===== src/rtl/mem_pkg.sv =====
// mem_pkg: shared types, limits and parameter checks for sync_memory_pipelined
package mem_pkg;

    typedef enum logic {INIT, RUN} mem_state_t;

    localparam int MAX_READ_LATENCY = 4;

    function automatic bit latency_ok(input int lat);
        return lat >= 1 && lat <= MAX_READ_LATENCY;
    endfunction

endpackage


===== src/rtl/sync_memory_pipelined_if.sv =====
// sync_memory_pipelined_if: request/response bus of the memory
//   req_valid/req_ready/req_write/req_address/req_data : request channel
//   resp_valid/resp_data                               : response channel (no ready)
//   init_busy                                          : clear sweep in progress
interface sync_memory_pipelined_if #(
    parameter int DATA_WIDTH = 4,
    parameter int ADDR_WIDTH = 3
);
    logic                  req_valid;
    logic                  req_ready;
    logic                  req_write;
    logic [ADDR_WIDTH-1:0] req_address;
    logic [DATA_WIDTH-1:0] req_data;
    logic                  resp_valid;
    logic [DATA_WIDTH-1:0] resp_data;
    logic                  init_busy;

    modport master (
        output req_valid, req_write, req_address, req_data,
        input  req_ready, resp_valid, resp_data, init_busy
    );

    modport slave (
        input  req_valid, req_write, req_address, req_data,
        output req_ready, resp_valid, resp_data, init_busy
    );
endinterface


===== src/rtl/mem_resp_pipe.sv =====
// mem_resp_pipe: LATENCY-stage {valid, data} response shift register
//   clock, reset        : clock and async active-high reset
//   in_valid, in_data   : response captured at the acceptance edge
//   out_valid, out_data : last stage, drives the response channel
module mem_resp_pipe #(
    parameter int DATA_WIDTH = 4,
    parameter int LATENCY    = 1
) (
    input  logic                  clock,
    input  logic                  reset,
    input  logic                  in_valid,
    input  logic [DATA_WIDTH-1:0] in_data,
    output logic                  out_valid,
    output logic [DATA_WIDTH-1:0] out_data
);
    logic [LATENCY-1:0]    valid_q;
    logic [DATA_WIDTH-1:0] data_q [LATENCY];

    // Data only moves behind a valid bit, so the output word holds through bubbles.
    always_ff @(posedge clock or posedge reset) begin
        if (reset) begin
            valid_q <= '0;
            for (int i = 0; i < LATENCY; i++) data_q[i] <= '0;
        end else begin
            valid_q[0] <= in_valid;
            if (in_valid) data_q[0] <= in_data;
            for (int i = 1; i < LATENCY; i++) begin
                valid_q[i] <= valid_q[i-1];
                if (valid_q[i-1]) data_q[i] <= data_q[i-1];
            end
        end
    end

    assign out_valid = valid_q[LATENCY-1];
    assign out_data  = data_q[LATENCY-1];
endmodule


===== src/rtl/sync_memory_pipelined.sv =====
// sync_memory_pipelined: single-port memory with post-reset clear and pipelined responses
//   clock, reset : clock and async active-high reset
//   bus          : request/response channel plus init_busy (slave side)
module sync_memory_pipelined
    import mem_pkg::*;
#(
    parameter int                    DATA_WIDTH   = 4,
    parameter int                    ADDR_WIDTH   = 3,
    parameter int                    READ_LATENCY = 1,
    parameter logic [DATA_WIDTH-1:0] INIT_VALUE   = '0
) (
    input logic                      clock,
    input logic                      reset,
    sync_memory_pipelined_if.slave   bus
);
    localparam int DEPTH = 2 ** ADDR_WIDTH;

    if (!latency_ok(READ_LATENCY)) begin : g_bad_latency
        $error("READ_LATENCY out of range");
    end

    mem_state_t            state_q, state_d;
    logic [ADDR_WIDTH-1:0] ptr_q, ptr_d;
    logic [DATA_WIDTH-1:0] mem [DEPTH];
    logic                  accept;
    logic                  we;
    logic [ADDR_WIDTH-1:0] waddr;
    logic [DATA_WIDTH-1:0] wdata;
    logic [DATA_WIDTH-1:0] resp_word;

    always_ff @(posedge clock or posedge reset) begin
        if (reset) begin
            state_q <= INIT;
            ptr_q   <= '0;
        end else begin
            state_q <= state_d;
            ptr_q   <= ptr_d;
        end
    end

    always_comb begin
        state_d = state_q;
        ptr_d   = ptr_q;
        if (state_q == INIT) begin
            ptr_d = ptr_q + 1'b1;
            if (ptr_q == '1) state_d = RUN;
        end
    end

    assign accept = bus.req_valid && state_q == RUN;

    // The single write port is shared between the clear sweep and request writes.
    assign we    = state_q == INIT || (accept && bus.req_write);
    assign waddr = state_q == INIT ? ptr_q : bus.req_address;
    assign wdata = state_q == INIT ? INIT_VALUE : bus.req_data;

    always_ff @(posedge clock) begin
        if (we) mem[waddr] <= wdata;
    end

    // Write-first: a write responds with its own data, a read with the stored word.
    assign resp_word = bus.req_write ? bus.req_data : mem[bus.req_address];

    assign bus.req_ready = state_q == RUN;
    assign bus.init_busy = state_q == INIT;

    mem_resp_pipe #(
        .DATA_WIDTH (DATA_WIDTH),
        .LATENCY    (READ_LATENCY)
    ) u_pipe (
        .clock     (clock),
        .reset     (reset),
        .in_valid  (accept),
        .in_data   (resp_word),
        .out_valid (bus.resp_valid),
        .out_data  (bus.resp_data)
    );
endmodule


===== src/flat_wrapper.sv =====
// flat-port wrapper written by rule: the top's interface ports become plain ports
module sync_memory_pipelined_flat import mem_pkg::*;
#(
    parameter int                    DATA_WIDTH   = 4,
    parameter int                    ADDR_WIDTH   = 3,
    parameter int                    READ_LATENCY = 1,
    parameter logic [DATA_WIDTH-1:0] INIT_VALUE   = '0
)
  (clock, reset, bus_req_valid, bus_req_write, bus_req_address, bus_req_data, bus_req_ready, bus_resp_valid, bus_resp_data, bus_init_busy);
  sync_memory_pipelined_if #(.DATA_WIDTH(DATA_WIDTH), .ADDR_WIDTH(ADDR_WIDTH)) bus_i ();
  input logic clock;
  input logic reset;
  input wire logic [$bits(bus_i.req_valid)-1:0] bus_req_valid;
  input wire logic [$bits(bus_i.req_write)-1:0] bus_req_write;
  input wire logic [$bits(bus_i.req_address)-1:0] bus_req_address;
  input wire logic [$bits(bus_i.req_data)-1:0] bus_req_data;
  output wire logic [$bits(bus_i.req_ready)-1:0] bus_req_ready;
  output wire logic [$bits(bus_i.resp_valid)-1:0] bus_resp_valid;
  output wire logic [$bits(bus_i.resp_data)-1:0] bus_resp_data;
  output wire logic [$bits(bus_i.init_busy)-1:0] bus_init_busy;
  assign bus_i.req_valid = bus_req_valid;
  assign bus_i.req_write = bus_req_write;
  assign bus_i.req_address = bus_req_address;
  assign bus_i.req_data = bus_req_data;
  assign bus_req_ready = bus_i.req_ready;
  assign bus_resp_valid = bus_i.resp_valid;
  assign bus_resp_data = bus_i.resp_data;
  assign bus_init_busy = bus_i.init_busy;
  sync_memory_pipelined #(.DATA_WIDTH(DATA_WIDTH), .ADDR_WIDTH(ADDR_WIDTH), .READ_LATENCY(READ_LATENCY), .INIT_VALUE(INIT_VALUE)) u_core (.clock(clock), .reset(reset), .bus(bus_i));
endmodule

===== config.mk =====
export PLATFORM = sky130hd
export DESIGN_NAME = sync_memory_pipelined_flat
export DESIGN_NICKNAME = d
export VERILOG_FILES = /design/src/rtl/mem_pkg.sv /design/src/rtl/sync_memory_pipelined_if.sv /design/src/rtl/mem_resp_pipe.sv /design/src/rtl/sync_memory_pipelined.sv /design/src/flat_wrapper.sv
export SDC_FILE = /design/constraint.sdc
export NUM_CORES = 1
export LEC_CHECK = 0
export ABC_AREA = 1
export CAP_MARGIN = 25
export CELL_PAD_IN_SITES_DETAIL_PLACEMENT = 0
export CELL_PAD_IN_SITES_GLOBAL_PLACEMENT = 1
export CORE_MARGIN = 4
export CORE_UTILIZATION = 30
export DETAILED_ROUTE_END_ITERATION = 16
export HOLD_SLACK_MARGIN = 0.06
export PLACE_DENSITY_LB_ADDON = 0.1
export SLEW_MARGIN = 20
export SYNTH_ARGS = -nofsm -noshare
export SYNTH_HDL_FRONTEND = slang
export SYNTH_SLANG_ARGS = --single-unit

===== constraint.sdc =====
create_clock -name clock -period 2.5 [get_ports clock]
set_input_delay 0.375 -clock clock [delete_from_list [all_inputs] [get_ports clock]]
set_output_delay 0.375 -clock clock [all_outputs]
set_load 0.02 [all_outputs]

==> flow_summary.json <==
{
  "crit_arrival_ns": 1.67,
  "antenna_found_initial": 0,
  "via_per_inst": 4.47,
  "grt_overflow": 0,
  "p_leak_nw": 1.06,
  "slew_violations": 0,
  "nFillCells": 683,
  "synthArstFlopShare_pct": 22.0,
  "cts.htree.levels": 2,
  "grt_pass1_wl_mm": 7.31,
  "cap_violations": 0,
  "power-per-cell-area_nw_per_um2": 576,
  "synth_ff_type": "edfxtp_1",
  "routed_wl_mm": 4.43,
  "fin_tns_setup_ns": 0,
  "drive_above_1_share_pct": 10.9,
  "rr_startpoint": "u_core.bus.req_ready",
  "clock_latency_ns": 0.30,
  "path_buf_inv": 2,
  "wl_per_cell_um": 14.1,
  "grt_util_all_layers_pct": 12.6,
  "cts_tree": "done",
  "post-route-drc-count": 0,
  "crit_required_ns": 2.12,
  "crit_type": "flip-flop to primary output",
  "ys_seq_elements": 41,
  "cp_cell_sequence": "inv_2 -> clkdlybuf4s50_1",
  "critPathCaptureType": "primary output",
  "cp_max_fo": 14,
  "grt_pass1_vias": 1460,
  "dr.pass1.iters": 6,
  "port_buffers": 17,
  "synth.distinct_cells": 20,
  "path_clk_slew_ns": 0.08,
  "period_minus_slack_ns": 2.05,
  "synth_common_cells": "76 x nand2_1, 34 x inv_1, 32 x edfxtp_1, 30 x nand3_1",
  "synthTopCellsByArea": "edfxtp_1 48%, nand2_1 14%, dfrtp_1 11%",
  "synth_area_per_cell_um2": 9.29,
  "worst_pin_slew_ns": 0.505,
  "synth_top_area_cell": "edfxtp_1",
  "synth-warning-count": 0,
  "floorplan.rows": 29,
  "cts_setup_buffers": 0,
  "num_io_pins": 18,
  "die_w_um": 89.6,
  "max_clock_freq_mhz": 488,
  "max_slew_margin_pct": 66.4,
  "hold_path.class": "input pin to asynchronous set/reset pin",
  "cts_buffers": 5,
  "dpl.hpwl_mm": 3.35,
  "fin_skew_ns": 0.0107,
  "coreArea_um2": 6420,
  "synth_edf_count": 32,
  "critPathMaxStageDelay_ns": 0.62,
  "yosysMostFrequentCell": "nand2_1",
  "critical-path-top-delay-family": "buffers and inverters",
  "status": "finished, final reports clean",
  "start_kind": "flip-flop",
  "syn2layout_area_growth_pct": 16.5,
  "cts_buffer_depth": 2,
  "synth_nets": 228,
  "ys_seq_area_share_pct": 59.4,
  "synth_top_area_share_pct": 48.1,
  "rsz0062_at_grt": "false",
  "die_h_um": 89.6,
  "vdd_drop_max_mv": 0.202,
  "cts_sinks": 41,
  "hold_violations": 0,
  "diodes": 0,
  "gp_congestion": 0.731,
  "initial_core_util_pct": 31.1,
  "cts_root_buf": "clkbuf_8",
  "power_mw": 1.34,
  "nets": 250,
  "cts_hold_buffers": 0,
  "num_vias": 1409,
  "slowest_stage": "clkdlybuf4s50_1",
  "ant_nets": 0,
  "synth_cells": 215,
  "syn_area_um2": 2000,
  "period_share_pct": 81.9,
  "cts_resized": 0,
  "setup_viol": 0,
  "die-area_um2": 8030,
  "drt_iter0_drc": 77,
  "critPathLaunch": "u_core.bus.req_ready",
  "grt_start_max_net_pins": 19
}
[power by group]
group / switching (mW) / internal (mW) / total (mW)
combinational: 0.0860 / 0.0550 / 0.141
sequential: 0.00527 / 0.747 / 0.753
clock: 0.245 / 0.201 / 0.447
[layer usage]
layer	part of all wire (%)	vias up	track usage, %
met5	0	-	0
met4	1.8	0	5.28
met3	3.9	6	3.65
met2	47	26	19.1
met1	47	655	16.7
li1	-	722	-
[cell usage in the layout (no fill, tap or decap)]
cell             count
clkdlybuf4s50_1     17
a21oi_1              2
or2_2                1
clkbuf_8             5
nor3b_2              1
nand3_1             30
ha_1                 2
buf_4                4
nor2_2               2
inv_1               34
inv_4                2
a21oi_2              1
inv_6                1
nand3_2              2
inv_2                1
edfxtp_1            32
nand2_2              2
nor2_4               2
xnor2_1              1
clkinv_4             1
nor2_1               9
dfrtp_1              9
clkinvlp_4           1
nand2_1             76
[sequential cells by signal (all words and copies together) (netlist names)]
signal,cells
u_core.u_pipe.out_valid,1
u_core.ptr_q,3
u_core.u_pipe.out_data,4
u_core.mem,32
u_core.bus.req_ready,1
[path summary, 6_finish.rpt]
path,end,slack [ns],depth (start not counted)
max,bus_init_busy,0.45,2
min,u_core.bus.req_ready,0.34,2
max reg2reg,u_core.mem[3][2],0.57,5
min reg2reg,u_core.u_pipe.out_data[2],0.49,2
max in group asynchronous,u_core.ptr_q[2],1.90,2
min in group clock,u_core.u_pipe.out_data[2],0.49,2
[metrics by stage]
step           setup slack, ns  hold slack, ns  instances  utilization, %  cell area, um^2
3_5_place_dp             0.460           0.474        307            34.8             2230
2_1_floorplan            0.899           0.203        215               -             2000
6_report                 0.452           0.341        315            36.3             2330
3_3_place_gp             0.423           0.468        307            34.8             2230
4_1_cts                  0.434           0.344        315            36.3             2330
5_1_grt                  0.367           0.370        315            36.3             2330
[logic make-up after synthesis]
kind of cell	synth area share (%)
AO/OA/AOI/OAI	0.939
flip-flops	59.4
buffers and inverters	10.2
XOR/XNOR	0.438
AND/OR/NAND/NOR	27.8
adder cells (fa/ha/maj)	1.25
[cell type report]
class / instances / area (um^2) / area share (%)
Timing Repair Buffer: 21 / 200 / 8.60
Clock inverter: 3 / 25.0 / 1.07
Clock buffer: 5 / 68.8 / 2.96
Multi-Input combinational cell: 131 / 608 / 26.1
Inverter: 37 / 144 / 6.18
Tap cell: 77 / 96.3 / 4.14
Sequential cell: 41 / 1190 / 50.9
No activity file was read; power rests on OpenSTA's default activity.
